==> src/rtl/gpio_cmd_pkg.sv <==
// Command codes, GPO field helpers and FSM state encoding shared by the
// gpio_cmd_regfile slice.
package gpio_cmd_pkg;

  localparam int CMD_W = 8;
  localparam int CNT_W = 8;

  localparam logic [CMD_W-1:0] CMD_RESET       = 8'd0;
  localparam logic [CMD_W-1:0] CMD_EN_TX       = 8'd1;
  localparam logic [CMD_W-1:0] CMD_EN_RX       = 8'd2;
  localparam logic [CMD_W-1:0] CMD_PH_SEL      = 8'd3;
  localparam logic [CMD_W-1:0] CMD_RUN_MEM     = 8'd4;
  localparam logic [CMD_W-1:0] CMD_READ_MEM    = 8'd5;
  localparam logic [CMD_W-1:0] CMD_ADDR_MEM    = 8'd6;
  localparam logic [CMD_W-1:0] CMD_BER_SNAP    = 8'd7;
  localparam logic [CMD_W-1:0] CMD_BER_S       = 8'd8;
  localparam logic [CMD_W-1:0] CMD_BER_E       = 8'd9;
  // code 10 is reserved and decodes as an unknown command
  localparam logic [CMD_W-1:0] CMD_BER_H       = 8'd11;
  localparam logic [CMD_W-1:0] CMD_IS_MEM_FULL = 8'd12;

  typedef enum logic [1:0] {
    ST_IDLE      = 2'd0,
    ST_WAIT_MEM  = 2'd1,
    ST_RST_PULSE = 2'd2
  } state_t;

  // Enable bit sits just below the command byte; data fills the rest.
  function automatic int en_pos(input int nb_gpio);
    return nb_gpio - CMD_W - 1;
  endfunction

  function automatic int data_w(input int nb_gpio);
    return nb_gpio - CMD_W - 1;
  endfunction

endpackage

==> src/rtl/gpio_cmd_regfile_edge_strobe.sv <==
// GPO register stage with rising-edge detect on the enable bit; cmd/data are
// taken from the registered word so they are stable in the strobe cycle.
module gpio_edge_strobe
  import gpio_cmd_pkg::*;
#(
  parameter int NB_GPIO = 32
) (
  input  logic                       i_clock,
  input  logic                       i_reset,
  input  logic [NB_GPIO-1:0]         i_gpo,
  output logic                       o_strobe,
  output logic [CMD_W-1:0]           o_cmd,
  output logic [data_w(NB_GPIO)-1:0] o_data
);

  localparam int EN_POS = en_pos(NB_GPIO);

  logic [NB_GPIO-1:0] gpo_q;
  logic               en_prev;

  always_ff @(posedge i_clock) begin
    if (i_reset) begin
      gpo_q   <= '0;
      en_prev <= 1'b0;
    end else begin
      gpo_q   <= i_gpo;
      en_prev <= gpo_q[EN_POS];
    end
  end

  assign o_strobe = gpo_q[EN_POS] & ~en_prev;
  assign o_cmd    = gpo_q[NB_GPIO-1 -: CMD_W];
  assign o_data   = gpo_q[EN_POS-1:0];

endmodule

==> src/rtl/gpio_cmd_regfile.sv <==
// Command decoder and register file between the soft-processor GPO/GPI pair
// and the Tx/Rx, filter-phase, BRAM-logger and BER-counter datapath.
//
// state        | meaning
// -------------+-----------------------------------------------------------
// ST_IDLE      | accepting commands on the enable strobe
// ST_WAIT_MEM  | BRAM address issued, down-counting read latency (busy)
// ST_RST_PULSE | soft reset asserted, down-counting pulse length (busy)
module gpio_cmd_regfile
  import gpio_cmd_pkg::*;
#(
  parameter int NB_GPIO         = 32,
  parameter int N_CH            = 2,
  parameter int NB_BER          = 64,
  parameter int NB_PHASE        = 2,
  parameter int BRAM_ADDR_WIDTH = 15,
  parameter int BRAM_DATA_WIDTH = 16,
  parameter int MEM_LAT         = 2,
  parameter int RST_LEN         = 4
) (
  input  logic                       i_clock,
  input  logic                       i_reset,
  input  logic [NB_GPIO-1:0]         i_gpo,
  output logic [NB_GPIO-1:0]         o_gpi,
  output logic                       o_rst,
  output logic                       o_enb_tx,
  output logic                       o_enb_rx,
  output logic [NB_PHASE-1:0]        o_phase_sel,
  output logic                       o_run_log,
  output logic                       o_read_log,
  output logic [BRAM_ADDR_WIDTH-1:0] o_addr_log,
  input  logic                       i_mem_full,
  input  logic [BRAM_DATA_WIDTH-1:0] i_data_log,
  input  logic [N_CH*NB_BER-1:0]     i_ber_samples,
  input  logic [N_CH*NB_BER-1:0]     i_ber_errors,
  output logic                       o_busy,
  output logic                       o_ack,
  output logic                       o_cmd_err,
  output logic                       o_overrun
);

  localparam int DW = data_w(NB_GPIO);

  logic           strobe;
  logic [CMD_W-1:0] cmd;
  logic [DW-1:0]  data;

  state_t                     state, state_nx;
  logic [CNT_W-1:0]           cnt, cnt_nx;
  logic [NB_GPIO-1:0]         gpi_nx, high_r, high_nx;
  logic                       ack_nx, rst_nx, enb_tx_nx, enb_rx_nx;
  logic                       run_log_nx, read_log_nx, cmd_err_nx, overrun_nx;
  logic [NB_PHASE-1:0]        phase_nx;
  logic [BRAM_ADDR_WIDTH-1:0] addr_nx;
  logic [N_CH*NB_BER-1:0]     snap_s, snap_e, snap_s_nx, snap_e_nx;

  logic [2:0]        ch;
  logic              ch_ok;
  logic [NB_BER-1:0] sel;
  logic              unused_data;

  gpio_edge_strobe #(.NB_GPIO(NB_GPIO)) u_edge (
    .i_clock  (i_clock),
    .i_reset  (i_reset),
    .i_gpo    (i_gpo),
    .o_strobe (strobe),
    .o_cmd    (cmd),
    .o_data   (data)
  );

  // Upper data bits beyond the address field carry no meaning.
  assign unused_data = ^data;
  assign ch          = data[2:0];

  // Channel select through a loop keeps out-of-range indices from ever
  // addressing past the packed snapshot vectors.
  always_comb begin
    ch_ok = 1'b0;
    sel   = '0;
    for (int c = 0; c < N_CH; c++) begin
      if (ch == 3'(c)) begin
        ch_ok = 1'b1;
        sel   = (cmd == CMD_BER_E) ? snap_e[c*NB_BER +: NB_BER]
                                   : snap_s[c*NB_BER +: NB_BER];
      end
    end
  end

  always_comb begin
    state_nx    = state;
    cnt_nx      = cnt;
    gpi_nx      = o_gpi;
    high_nx     = high_r;
    ack_nx      = o_ack;
    rst_nx      = o_rst;
    enb_tx_nx   = o_enb_tx;
    enb_rx_nx   = o_enb_rx;
    phase_nx    = o_phase_sel;
    run_log_nx  = 1'b0;
    read_log_nx = o_read_log;
    addr_nx     = o_addr_log;
    cmd_err_nx  = o_cmd_err;
    overrun_nx  = o_overrun;
    snap_s_nx   = snap_s;
    snap_e_nx   = snap_e;

    case (state)
      ST_IDLE: begin
        if (strobe) begin
          case (cmd)
            CMD_RESET: begin
              rst_nx      = 1'b1;
              enb_tx_nx   = 1'b0;
              enb_rx_nx   = 1'b0;
              phase_nx    = '0;
              read_log_nx = 1'b0;
              cmd_err_nx  = 1'b0;
              overrun_nx  = 1'b0;
              cnt_nx      = CNT_W'(RST_LEN - 1);
              state_nx    = ST_RST_PULSE;
            end
            CMD_EN_TX:    enb_tx_nx   = data[0];
            CMD_EN_RX:    enb_rx_nx   = data[0];
            CMD_PH_SEL:   phase_nx    = data[NB_PHASE-1:0];
            CMD_RUN_MEM:  run_log_nx  = 1'b1;
            CMD_READ_MEM: read_log_nx = data[0];
            CMD_ADDR_MEM: begin
              addr_nx  = data[BRAM_ADDR_WIDTH-1:0];
              cnt_nx   = CNT_W'(MEM_LAT - 1);
              state_nx = ST_WAIT_MEM;
            end
            CMD_BER_SNAP: begin
              snap_s_nx = i_ber_samples;
              snap_e_nx = i_ber_errors;
              gpi_nx    = '0;
              ack_nx    = ~o_ack;
            end
            CMD_BER_S, CMD_BER_E: begin
              if (ch_ok) begin
                gpi_nx  = NB_GPIO'(sel[31:0]);
                high_nx = NB_GPIO'(sel[NB_BER-1:32]);
                ack_nx  = ~o_ack;
              end else begin
                cmd_err_nx = 1'b1;
              end
            end
            CMD_BER_H: begin
              gpi_nx = high_r;
              ack_nx = ~o_ack;
            end
            CMD_IS_MEM_FULL: begin
              gpi_nx = NB_GPIO'(i_mem_full);
              ack_nx = ~o_ack;
            end
            default: cmd_err_nx = 1'b1;
          endcase
        end
      end
      ST_WAIT_MEM: begin
        if (strobe) overrun_nx = 1'b1;
        if (cnt == '0) begin
          gpi_nx   = NB_GPIO'(i_data_log);
          ack_nx   = ~o_ack;
          state_nx = ST_IDLE;
        end else begin
          cnt_nx = cnt - 1'b1;
        end
      end
      ST_RST_PULSE: begin
        if (strobe) overrun_nx = 1'b1;
        if (cnt == '0) begin
          rst_nx   = 1'b0;
          state_nx = ST_IDLE;
        end else begin
          cnt_nx = cnt - 1'b1;
        end
      end
      default: state_nx = ST_IDLE;
    endcase
  end

  always_ff @(posedge i_clock) begin
    if (i_reset) begin
      state       <= ST_IDLE;
      cnt         <= '0;
      o_gpi       <= '0;
      high_r      <= '0;
      o_ack       <= 1'b0;
      o_rst       <= 1'b0;
      o_enb_tx    <= 1'b0;
      o_enb_rx    <= 1'b0;
      o_phase_sel <= '0;
      o_run_log   <= 1'b0;
      o_read_log  <= 1'b0;
      o_addr_log  <= '0;
      o_cmd_err   <= 1'b0;
      o_overrun   <= 1'b0;
      snap_s      <= '0;
      snap_e      <= '0;
    end else begin
      state       <= state_nx;
      cnt         <= cnt_nx;
      o_gpi       <= gpi_nx;
      high_r      <= high_nx;
      o_ack       <= ack_nx;
      o_rst       <= rst_nx;
      o_enb_tx    <= enb_tx_nx;
      o_enb_rx    <= enb_rx_nx;
      o_phase_sel <= phase_nx;
      o_run_log   <= run_log_nx;
      o_read_log  <= read_log_nx;
      o_addr_log  <= addr_nx;
      o_cmd_err   <= cmd_err_nx;
      o_overrun   <= overrun_nx;
      snap_s      <= snap_s_nx;
      snap_e      <= snap_e_nx;
    end
  end

  assign o_busy = (state != ST_IDLE);

endmodule

==> config.mk <==
export PLATFORM = sky130hd
export DESIGN_NAME = gpio_cmd_regfile
export DESIGN_NICKNAME = d
export VERILOG_FILES = /design/src/rtl/gpio_cmd_pkg.sv /design/src/rtl/gpio_cmd_regfile_edge_strobe.sv /design/src/rtl/gpio_cmd_regfile.sv
export SDC_FILE = /design/constraint.sdc
export NUM_CORES = 1
export LEC_CHECK = 0
export CORE_ASPECT_RATIO = 1.25
export CORE_MARGIN = 2
export CORE_UTILIZATION = 40
export CTS_CLUSTER_DIAMETER = 150
export DETAILED_ROUTE_END_ITERATION = 10
export GPL_TIMING_DRIVEN = 0
export PLACE_DENSITY = 0.75
export SLEW_MARGIN = 20
export SYNTH_ARGS = -nofsm -noshare
export SYNTH_HDL_FRONTEND = slang
export SYNTH_HIERARCHICAL = 1
export SYNTH_SLANG_ARGS = --single-unit
==> constraint.sdc <==
create_clock -name i_clock -period 3.1 [get_ports i_clock]
set_clock_uncertainty 0.2 [all_clocks]
set_input_delay 0.62 -clock i_clock [delete_from_list [all_inputs] [get_ports i_clock]]
set_output_delay 0.62 -clock i_clock [all_outputs]
set_load 0.02 [all_outputs]
==> results by group <==
Clock network
  – Root Driver: clkbuf_16
  – Clock Path Buffers: 3
  – CTS tree: built
  – H-tree depth: 2
  – Clk slew on worst S/H paths: 0.06 ns
  – Clk Latency, worst-skew pair: 0.53 ns
  – # clock sinks: 380
  – Num CTS Buffers: 38

Synthesis
  – Syn nets: 2258
  – Syn Inst Count: 1946
  – Mapped Area: 15800 µm²
  – Ys Warns: 6
  – Syn Area/Cell: 8.12 µm²

STA
  – Achievable Freq: 336 MHz
  – Final Hold Fails: 0
  – Final worst path period share: 96.1%
  – Finish-stage setup viols: 0
  – Minimum clock period: 2.98 ns
  – PnR worst setup slack: 0.120 ns
  – RSZ-0062 raised after global routing: false
  – Slew Viols, Final: 0
  – Worst Tran Pin Value: 0.892 ns
  – Slew headroom: 40.5%

Worst setup path
  – Crit path launch type: flip-flop
  – CP delay by family, top: buffers and inverters
  – Crit path depth: 10
  – Buf+Inv Stages, Crit Path: 5
  – R2R setup slack: 0.12 ns
  – Worst path slowest cell: or3_1
  – R2r endpoint: snap_s[27]
  – CP Class: reg2reg
  – Worst Reg-to-Reg Cells: 10
  – Critical-path cell list: buf_4, nor4_4, buf_4, nand3b_1, or3_1, clkbuf_1, clkbuf_2, clkbuf_1, nand2_1, a21oi_1
  – Worst Path Required: 3.29 ns
  – Arrival time at the worst endpoint: 3.17 ns
  – CP max FO: 10
  – Worst R2R Start: u_edge/gpo_q[30]
  – Critical path's largest stage delay: 0.44 ns
  – Critical path capture point type: flip-flop

Floorplan
  – Die Height: 226 µm
  – Io pins: 365
  – Initial Util: 40.5%
  – Die Area: 41100 µm²
  – Site Rows: 81
  – Width of the die: 182 µm
  – Core area: 39000 µm²

Power and ir drop
  – P_leak: 7.67 nW
  – Worst vdd ir: 0.000396 V
  – P per Cell Area: 494 nW/µm²

Job
  – # Max-Cap Violations: 0

Cells and area
  – # diodes: 0
  – Area Growth Syn to Fin: 35.3%
  – Layout Nets: 2655
  – Filler Cell Count: 3546
  – Layout cells sized above 1: 9.03%
  – Layout Utilization: 54.8%
  – Final Non-Filler Cells: 2868
  – Final instance area: 21400 µm²

GRT
  – Vias in the first global route: 15409
  – Pin count of the biggest net entering global routing: 17
  – Grt ovf: 0
  – Total GRT Usage: 27.9%
  – Global-route wire length before repair: 87.7 mm
  – Initial antenna violation count: 0

Routing
  – DRC violations left: 0
  – Via count: 15508
  – Final wirelength: 59.1 mm
  – Drt via density: 5.41
  – Antenna viol nets, final: 0
  – Drt pass-1 iters: 5
  – Iteration-0 DRC Markers: 1081
  – Avg WL per Cell: 20.6 µm

Placement
  – HPWL Detailed: 45.5 mm
  – Cell Area, Placed: 20000 µm²
  – # port buffers: 356
  – Dpl cells: 2800
  – Setup WS pre-CTS: -0.941 ns
  – GP Congestion: 0.945

Worst hold path
  – Min-Delay Path Depth: 2
  – Hold WC Path Type: reg2reg
  – Endpoint, Worst Hold: snap_s[109]
  – Hold Startpoint: snap_s[109]

Outcome
  – Status: finished clean
-- report_power, final --
group / leakage (nW) / switching [mW] / internal (mW)
Sequential: 3.07 / 0.0205 / 4.92
Combinational: 3.96 / 0.367 / 0.453
Clock: 0.642 / 1.96 / 2.85
Total: 7.67 / 2.35 / 8.22
-- worst register-to-register path: stages (launching register included) --
cell	delay, ns
dfxtp_1	0.30
buf_4	0.13
nor4_4	0.25
buf_4	0.20
nand3b_1	0.25
or3_1	0.44
clkbuf_1	0.13
clkbuf_2	0.37
clkbuf_1	0.34
nand2_1	0.16
a21oi_1	0.09
-- cell usage in the layout (no fill, tap or decap), drive strengths merged, types with 16 or more instances in the layout --
cell	instances
mux2i	82
dfxtp	380
nor3b	17
nand3	23
nor2	70
a21oi	310
a211oi	16
clkbuf	156
nor2b	28
nand2	614
o221a	32
o21ai	36
mux4	16
clkdlybuf4s50	355
nor3	42
buf	81
-- what timing repair did --
item	4_1_cts	5_1_grt
endpoints found under the setup margin	324	127
hold buffers	0	0
buffers inserted	2	2
pin swaps	1	2
gates resized for setup	13	21
-- worst max-delay path by stage --
stage                           startpoint          to  slack [ns]
final                     u_edge/gpo_q[30]  snap_s[27]        0.12
after global routing      u_edge/gpo_q[30]  snap_s[27]      0.0007
after CTS                 u_edge/gpo_q[26]   o_gpi[15]        0.01
after detailed placement  u_edge/gpo_q[29]  snap_e[73]       -0.94
after global placement    u_edge/gpo_q[29]  snap_s[81]       -1.05
after floorplan           u_edge/gpo_q[29]      cnt[5]        0.73
-- sequential cells by signal, indices dropped and copies added (netlist names), 2 cells and up --
| register | flops |
|---|---|
| snap_e | 128 |
| snap_s | 128 |
| high_r | 32 |
| o_gpi | 32 |
| u_edge/gpo_q | 24 |
| o_addr_log | 15 |
| cnt | 8 |
| o_phase_sel | 2 |
| state | 2 |
-- layout make-up --
cell class,count,area (µm²),share of cell area (%)
Clock inverter,14,156,0.731
Buffer,180,858,4.01
Multi-Input combinational cell,1373,7350,34.4
Timing Repair Buffer,360,3600,16.8
Sequential cell,380,7610,35.6
Tap cell,498,623,2.91
Clock buffer,53,1150,5.38
Inverter,10,37.5,0.176
-- stage by stage --
step	hold WS, ns	power, mW	setup TNS, ns
floorplan	0.229	5.30	0
global placement	0.236	5.84	-220.36
detailed placement	0.243	5.84	-180.32
CTS	0.251	10.6	0
global route	0.270	10.8	0
finish	0.250	10.6	0
-- routing by layer --
layer  GRT usage, %  vias to the layer above  part of all wire, %
met2           50.3                      666                   49
met4           13.6                        0                  5.2
met1           33.0                     7344                   40
met3           3.34                      142                  5.8
li1               -                     7356                    -
met5              0                        -                    0
Note: power is estimated with default switching activity, not from simulation.
